===== src/rtl/gen_fre.sv =====
// Programmable pulse-train generator: configurable high/low times with a
// valid/ready config port applied only at period boundaries. Optional macro: GEN_FRE_RANGE_CHECK_EN.
module gen_fre #(
  parameter int unsigned W         = 16,
  parameter int unsigned HIGH_INIT = 1000,
  parameter int unsigned LOW_INIT  = 1000
) (
  input  logic         clk,
  input  logic         rst,
  input  logic         en,
  input  logic         cfgValid,
  output logic         cfgReady,
  input  logic [W-1:0] cfgHigh,
  input  logic [W-1:0] cfgLow,
  output logic         bitOut,
  output logic         periodEnd,
  output logic         cfgErr,
  output logic [W-1:0] curHigh
);

  typedef enum logic [1:0] {IDLE, HIGH, LOW} state_t;

  state_t       state;
  logic [W-1:0] count;
  logic [W-1:0] act_high, act_low;
  logic [W-1:0] pend_high, pend_low;
  logic         pending;
  logic         high_last, low_last, boundary;
  logic         xfer, accept;
  logic [W-1:0] in_high, in_low;

  // Zero requests become one cycle so the period is never shorter than 2.
  assign in_high = (cfgHigh == '0) ? W'(1) : cfgHigh;
  assign in_low  = (cfgLow  == '0) ? W'(1) : cfgLow;

  assign high_last = (state == HIGH) && (count == act_high - W'(1));
  assign low_last  = (state == LOW)  && (count == act_low  - W'(1));
  assign boundary  = ((state == IDLE) && en) || low_last;
  assign xfer      = cfgValid && !pending;

`ifdef GEN_FRE_RANGE_CHECK_EN
  logic err_q;
  assign accept = xfer && (cfgHigh >= W'(831)) && (cfgHigh <= W'(1004));
  assign cfgErr = err_q;

  always_ff @(posedge clk) begin
    if (rst) err_q <= 1'b0;
    else     err_q <= xfer && !accept;
  end
`else
  assign accept = xfer;
  assign cfgErr = 1'b0;
`endif

  assign bitOut    = (state == HIGH);
  assign periodEnd = low_last;
  assign cfgReady  = !pending;
  assign curHigh   = act_high;

  always_ff @(posedge clk) begin
    if (rst) begin
      state     <= IDLE;
      count     <= '0;
      act_high  <= W'(HIGH_INIT);
      act_low   <= W'(LOW_INIT);
      pend_high <= W'(HIGH_INIT);
      pend_low  <= W'(LOW_INIT);
      pending   <= 1'b0;
    end else begin
      case (state)
        IDLE: begin
          count <= '0;
          if (en) state <= HIGH;
        end
        HIGH: begin
          if (high_last) begin
            state <= LOW;
            count <= '0;
          end else begin
            count <= count + W'(1);
          end
        end
        LOW: begin
          if (low_last) begin
            state <= en ? HIGH : IDLE;
            count <= '0;
          end else begin
            count <= count + W'(1);
          end
        end
        default: begin
          state <= IDLE;
          count <= '0;
        end
      endcase

      // A transfer needs pending==0, so it can never collide with the
      // boundary consuming an older pending value.
      if (boundary && pending) begin
        act_high <= pend_high;
        act_low  <= pend_low;
        pending  <= 1'b0;
      end
      if (accept) begin
        pend_high <= in_high;
        pend_low  <= in_low;
        pending   <= 1'b1;
      end
    end
  end

endmodule


===== config.mk =====
export PLATFORM = sky130hd
export DESIGN_NAME = gen_fre
export DESIGN_NICKNAME = d
export VERILOG_FILES = /design/src/rtl/gen_fre.sv
export SDC_FILE = /design/constraint.sdc
export NUM_CORES = 1
export LEC_CHECK = 0
export ABC_AREA = 0
export BUFFER_PORTS_ARGS = -buffer_cell sky130_fd_sc_hd__buf_2
export CAP_MARGIN = 20
export CORE_ASPECT_RATIO = 1.25
export CORE_MARGIN = 3
export CORE_UTILIZATION = 40
export CTS_BUF_LIST = sky130_fd_sc_hd__clkbuf_8 sky130_fd_sc_hd__clkbuf_16
export CTS_CLUSTER_DIAMETER = 30
export DETAILED_ROUTE_END_ITERATION = 10
export PLACE_DENSITY = 0.58
export SYNTH_ARGS = -nofsm -noshare
export SYNTH_HDL_FRONTEND = slang
export SYNTH_SLANG_ARGS = --single-unit

===== constraint.sdc =====
create_clock -name clk -period 3.6 [get_ports clk]
set_input_delay 0.36 -clock clk [delete_from_list [all_inputs] [get_ports clk]]
set_output_delay 0.36 -clock clk [all_outputs]
set_load 0.01 [all_outputs]

==> qor.csv, run 1 <==
stage;metric;value;unit
timing;final setup TNS;0;ps
global_route;vias in the first global route;3781;
critical_path;nature of the critical path endpoint;flop;
timing;clk_skew;5.93;ps
critical_path;Critical-path top delay cell;or4_4;
power_and_ir_drop;total power divided by cell area;456;nW/um^2
clock_network;Clk pin slew, worst setup/hold paths;60;ps
die;die footprint;12900;um^2
logic_synthesis;Net Count, Synth;594;
run;max capacitance violation total;0;
finish;fin util;46.2;%
critical_path;crit path max fanout;16;
die;die height;126;um
placed_design;PortBufs;54;
routing;1st-iter DRT viols;211;
logic_synthesis;Ys Warns;0;
logic_synthesis;number of synthesized flops with an enable pin;0;
placed_design;placer congestion estimate;0.831;
critical_path;kind of critical path;flop to flop;
clock_network;post-CTS sizing;0;
critical_path;Crit path largest cell delay;550;ps
die;die width;102;um
routing;DRC;0;
die;starting density of the core;41.3;%
finish;Nets;625;
critical_path;Critical Path RT;3800;ps
logic_synthesis;Synth top area share;36.0;%
hold_path;Hold EP;pend_high[6];
clock_network;H-tree depth reported by CTS;3;
hold_path;Worst Hold Path Cells;3;
critical_path;worst reg2reg setup slack;360;ps
routing;final WL;11.3;mm
finish;synthesis-to-finish area growth;11.9;%
timing;Final Hold Viols;0;
logic_synthesis;Async S/R FF share, synth;0;%
timing;Rel. slew slack;32.0;%
power_and_ir_drop;Peak VDD IR;0.240;mV
critical_path;CP Launch Type;flop;
clock_network;worst-skew pair later-pin latency;330;ps
hold_path;Worst Hold Class;input port to flop;
logic_synthesis;Unique masters post-synth;68;
timing;Final Cycle Share;90.0;%
global_route;initial antenna violation count;0;
die;# rows;43;
logic_synthesis;most numerous cell in the Yosys netlist;dfxtp_1;
critical_path;CP arrival;3440;ps
timing;Tmin final;3240;ps
logic_synthesis;synthesized flop and latch total;83;
routing;drt first pass iters;4;
logic_synthesis;main flop type after synthesis;dfxtp_1;
timing;worst-margin pin slew;1020;ps
clock_network;Post-CTS Setup Bufs;0;
routing;Avg WL per Cell;15.7;um
clock_network;Clock Tree Buf Depth;2;
critical_path;end of the worst register-to-register path;count[5];
logic_synthesis;syn avg cell area;8.38;um^2
timing;RSZ-0062 raised after global routing;false;
global_route;gr ovfl total;0;
routing;via count of the routed design;3888;
logic_synthesis;Mapped Cells;551;
global_route;gr usage total;18.5;%
logic_synthesis;ranking of synthesized cells by area;dfxtp_1 36%, nand2_1 6.3%, xor2_1 4.7%, mux2i_1 4.6%, xnor2_1 4.4%;
die;# IOs;56;
power_and_ir_drop;Pleak;1.93;nW
clock_network;Root Buffer;clkbuf_16;
logic_synthesis;Post-synth top cells;83 x dfxtp_1, 78 x nand2_1, 49 x nor2_1, 40 x a21oi_1, 27 x nand3_1;
clock_network;CTS Buf Count;9;
clock_network;CTS tree;yes;
clock_network;CTS sink cnt;83;
critical_path;reg2reg start;curHigh[0];
timing;WHS;250;ps
timing;# setup viols final;0;
timing;Highest Clock Rate;309;MHz
critical_path;FF-to-FF path depth;10;
finish;# diodes;0;
logic_synthesis;Synth Cell Area;4620;um^2
placed_design;hpwl dp;8.34;mm
routing;Routed Antenna Nets;0;
hold_path;Hold Path Origin;cfgHigh[6];
timing;Max Transition Viols Final;0;
routing;ratio of routed vias to standard cells;5.39;
logic_synthesis;Seq/Total Area, Yosys;36.0;%
status;status;finished, final reports clean;
finish;share of layout cells above drive strength 1;18.1;%
critical_path;CP cell instances;inv_1 > ha_1 > o21ba_1 > a221oi_1 > a41o_1 > o21ai_1 > or4_4 > o31a_1 > o211ai_4 > nor2_1;
logic_synthesis;largest area contributor in the netlist;dfxtp_1;
die;Placeable Area;11200;um^2
global_route;wire length of the first global-routing pass;18.9;mm
global_route;largest net degree at the start of global routing;64;
clock_network;CTS Hold Bufs;0;
## worst max-delay path, delay by kind of cell (launching register included)
kind	cells	cell delay, ps
fa+ha+maj	1	300
buf+inv	1	80
flops	1	470
simple gates	2	650
compound gates	6	1610
## cell type report
class | instances | area (um^2)
tap | 135 | 169
sequential | 83 | 1660
inverter | 14 | 52.6
fill | 1139 | 6020
timing repair buffer | 58 | 320
clock buffer | 10 | 239
multi-input combinational | 416 | 2660
clock inverter | 6 | 63.8
## cell families after synthesis
group                    Yosys count  synth area share, %
AND/OR/NAND/NOR                  246                 27.1
buffers and inverters             52                 6.72
adder cells (fa/ha/maj)            7                 1.90
other                              1               0.0812
flip-flops                        83                 36.0
XOR/XNOR                          50                 10.1
AO/OA/AOI/OAI                     90                 13.4
multiplexers                      22                 4.79
## worst max-delay path by stage
stage               start  endpoint  slack, ps  cells past startpoint
2_1_floorplan  curHigh[0]  count[9]        520                     12
3_3_place_gp   curHigh[0]  count[6]        450                     10
3_5_place_dp   curHigh[0]  count[3]        350                     10
4_1_cts        curHigh[0]  count[5]        330                     10
5_1_grt        curHigh[0]  count[5]        110                     10
6_report       curHigh[0]  count[5]        360                     10
## layer usage
metal  global-route usage (%)  part of all wire (%)
met5                        0                     0
met4                     6.87                   2.4
met3                     2.99                   4.2
met2                     30.0                    48
met1                     24.6                    45
## registers in the layout, summed over array words and instances, names as in the netlist
name and flops:
curHigh 16, count 16, state 2, pend_low 16
act_low 16, pending 1, pend_high 16
## metrics by stage
step,worst slack [ps],instance area (um^2),instances,power (mW)
6_report,359,5170,722,2.36
5_1_grt,109,5170,722,2.47
4_1_cts,333,5170,722,2.38
3_5_place_dp,353,4860,706,1.45
3_3_place_gp,450,4850,705,1.43
2_1_floorplan,517,4620,551,1.34
## where the power goes
| part | internal, mW | switching, mW |
|---|---|---|
| Combinational | 0.159 | 0.233 |
| Sequential | 0.972 | 0.0585 |
| Clock | 0.558 | 0.376 |
| Total | 1.69 | 0.668 |
## cells in the final DEF (no fill, tap or decap), types with 11 or more instances in the layout
| cell type | count |
|---|---|
| dfxtp_1 | 83 |
| nand2_1 | 78 |
| buf_2 | 54 |
| nor2_1 | 49 |
| a21oi_1 | 39 |
| nand3_1 | 27 |
| xor2_1 | 25 |
| xnor2_1 | 23 |
| nor3_1 | 23 |
| mux2i_1 | 21 |
| inv_1 | 15 |
| nor2_2 | 11 |
No activity file was read; power rests on OpenSTA's default activity.
==> run 2: changes to the inputs <==
--- a/config.mk
+++ b/config.mk
@@ -11,9 +11,9 @@
 export CORE_ASPECT_RATIO = 1.25
 export CORE_MARGIN = 3
-export CORE_UTILIZATION = 40
+export CORE_UTILIZATION = 45
 export CTS_BUF_LIST = sky130_fd_sc_hd__clkbuf_8 sky130_fd_sc_hd__clkbuf_16
 export CTS_CLUSTER_DIAMETER = 30
 export DETAILED_ROUTE_END_ITERATION = 10
-export PLACE_DENSITY = 0.58
+export PLACE_DENSITY = 0.64
 export SYNTH_ARGS = -nofsm -noshare
 export SYNTH_HDL_FRONTEND = slang
==> constraint.sdc (replaced) <==
create_clock -name clk -period 3.6 [get_ports clk]
set_input_delay 0.18 -clock clk [delete_from_list [all_inputs] [get_ports clk]]
set_output_delay 0.18 -clock clk [all_outputs]
set_load 0.01 [all_outputs]
==> qor.csv, run 2 (synthesized netlist as in run 1, its figures left out) <==
stage;metric;value;unit;change
global_route;vias in the first global route;3645;;was 3781
timing;Final Cycle Share;90.2;%;was 90.0%
placed_design;Place WS;357;ps;was 353 ps
finish;most common cell after layout, fill and taps aside;dfxtp_1;;unchanged
routing;DR WL met2;5.17;mm;was 5.45 mm
critical_path;nature of the critical path endpoint;flop;;unchanged
clock_network;H-tree depth reported by CTS;3;;unchanged
timing;final setup margin;353;ps;was 359 ps
die;die footprint;11500;um^2;was 12900 um^2
routing;DRC;0;;unchanged
routing;drt first pass iters;5;;was 4
clock_network;post-CTS sizing;0;;unchanged
global_route;gr usage total;18.9;%;was 18.5%
routing;Routed Antenna Nets;0;;unchanged
die;Placeable Area;9810;um^2;was 11200 um^2
timing;WHS;68.6;ps;was 250 ps
critical_path;kind of critical path;flop to flop;;unchanged
clock_network;CTS Hold Bufs;0;;unchanged
die;die height;119;um;was 126 um
finish;synthesis-to-finish area growth;11.4;%;was 11.9%
timing;clk_skew;7.39;ps;was 5.93 ps
clock_network;Root Buffer;clkbuf_16;;unchanged
timing;final setup TNS;0;ps;unchanged
timing;worst-margin pin slew;1020;ps;about the same
routing;Avg WL per Cell;15.0;um;was 15.7 um
global_route;largest net degree at the start of global routing;64;;unchanged
global_route;wire length of the first global-routing pass;18.0;mm;was 18.9 mm
timing;RSZ-0062 raised after global routing;false;;unchanged
die;starting density of the core;47.1;%;was 41.3%
critical_path;CP arrival;3450;ps;was 3440 ps
placed_design;hpwl dp;7.96;mm;was 8.34 mm
critical_path;Critical Path RT;3800;ps;about the same
global_route;gr ovfl total;0;;unchanged
hold_path;Worst Hold Class;input port to flop;;unchanged
clock_network;Post-CTS Setup Bufs;0;;unchanged
routing;via count of the routed design;3939;;was 3888
clock_network;Clk pin slew, worst setup/hold paths;70;ps;was 60 ps
power_and_ir_drop;Pleak;1.92;nW;was 1.93 nW
timing;# setup viols final;0;;unchanged
timing;Highest Clock Rate;308;MHz;was 309 MHz
clock_network;Clock Tree Buf Depth;2;;unchanged
routing;Max Used Layer;met4;;unchanged
critical_path;CP Launch Type;flop;;unchanged
routing;1st-iter DRT viols;275;;was 211
finish;share of layout cells above drive strength 1;18.1;%;unchanged
placed_design;PortBufs;54;;unchanged
clock_network;CTS sink cnt;83;;unchanged
timing;Rel. slew slack;31.9;%;was 32.0%
timing;Max Transition Viols Final;0;;unchanged
routing;final WL;10.7;mm;was 11.3 mm
routing;Routed met1 length;4.98;mm;was 5.12 mm
finish;# diodes;0;;unchanged
status;status;finished, final reports clean;;unchanged
clock_network;worst-skew pair later-pin latency;340;ps;was 330 ps
die;# rows;40;;was 43
routing;ratio of routed vias to standard cells;5.52;;was 5.39
power_and_ir_drop;total power;2.34;mW;was 2.36 mW
power_and_ir_drop;total power divided by cell area;455;nW/um^2;was 456 nW/um^2
power_and_ir_drop;Peak VDD IR;0.281;mV;was 0.240 mV
placed_design;placer congestion estimate;0.833;;was 0.831
timing;Tmin final;3250;ps;was 3240 ps
global_route;initial antenna violation count;0;;unchanged
clock_network;CTS tree;yes;;unchanged
routing;met3 WL;445;um;was 473 um
finish;commonest non-fill, non-tap cells in the layout;83 x dfxtp_1, 78 x nand2_1, 54 x buf_2;;unchanged
clock_network;CTS Buf Count;9;;unchanged
critical_path;crit path max fanout;16;;unchanged
die;# IOs;56;;unchanged
finish;Nets;625;;unchanged
run;max capacitance violation total;0;;unchanged
die;die width;96.6;um;was 102 um
timing;Final Hold Viols;0;;unchanged
run 2: changes by cell type in the layout (fill, tap and decap cells not counted):
cell | previous run | this run
clkinv_2 | 1 | 0
clkinv_4 | 0 | 2
buf_8 | 1 | 0
clkbuf_8 | 1 | 0
buf_4 | 2 | 3
run 2: final timing paths:
path | from | end | slack [ps] | depth (start not counted)
worst max register to register | curHigh[0] | count[15] | 350 | 10
worst max-delay path | curHigh[0] | count[15] | 350 | 10
worst min register to register | pend_low[4] | pend_low[4] | 450 | 2
worst min-delay path | cfgHigh[6] | pend_high[6] | 70 | 3
run 2: metrics by stage:
stage	instance area, um^2	utilization (%)	instances
after floorplan	4620	-	551
after global placement	4850	49.4	697
after detailed placement	4850	49.4	697
after CTS	5150	52.5	713
after global routing	5150	52.5	713
final	5150	52.5	713
run 2: layout make-up:
type / count / area [um^2]
clock buffers: 9 / 225
flip-flops and latches: 83 / 1660
multi-input cells: 416 / 2660
repair buffers: 58 / 313
inverters: 14 / 52.6
fillers: 994 / 4660
clock inverters: 7 / 76.3
well taps: 126 / 158
run 2: power breakdown:
group          leakage, nW  switching, mW  internal (mW)
clock network        0.148          0.383          0.542
registers            0.677         0.0558          0.972
logic                 1.10          0.231          0.158
run 2: critical path, cell delays in order, from the launching register on:
cell      delay [ps]
dfxtp_1          470
inv_1             80
ha_1             300
o21ba_1          220
a221oi_1         290
a41o_1           130
o21ai_1           60
or4_4            540
o31a_1           370
o211ai_4         540
nor2_1           110
run 2: metal layers:
layer / global-route usage [%] / vias to the layer above
met2: 30.3 / 101
met1: 25.7 / 1844
met5: 0 / -
met3: 3.57 / 10
met4: 5.71 / 0
li1: - / 1984
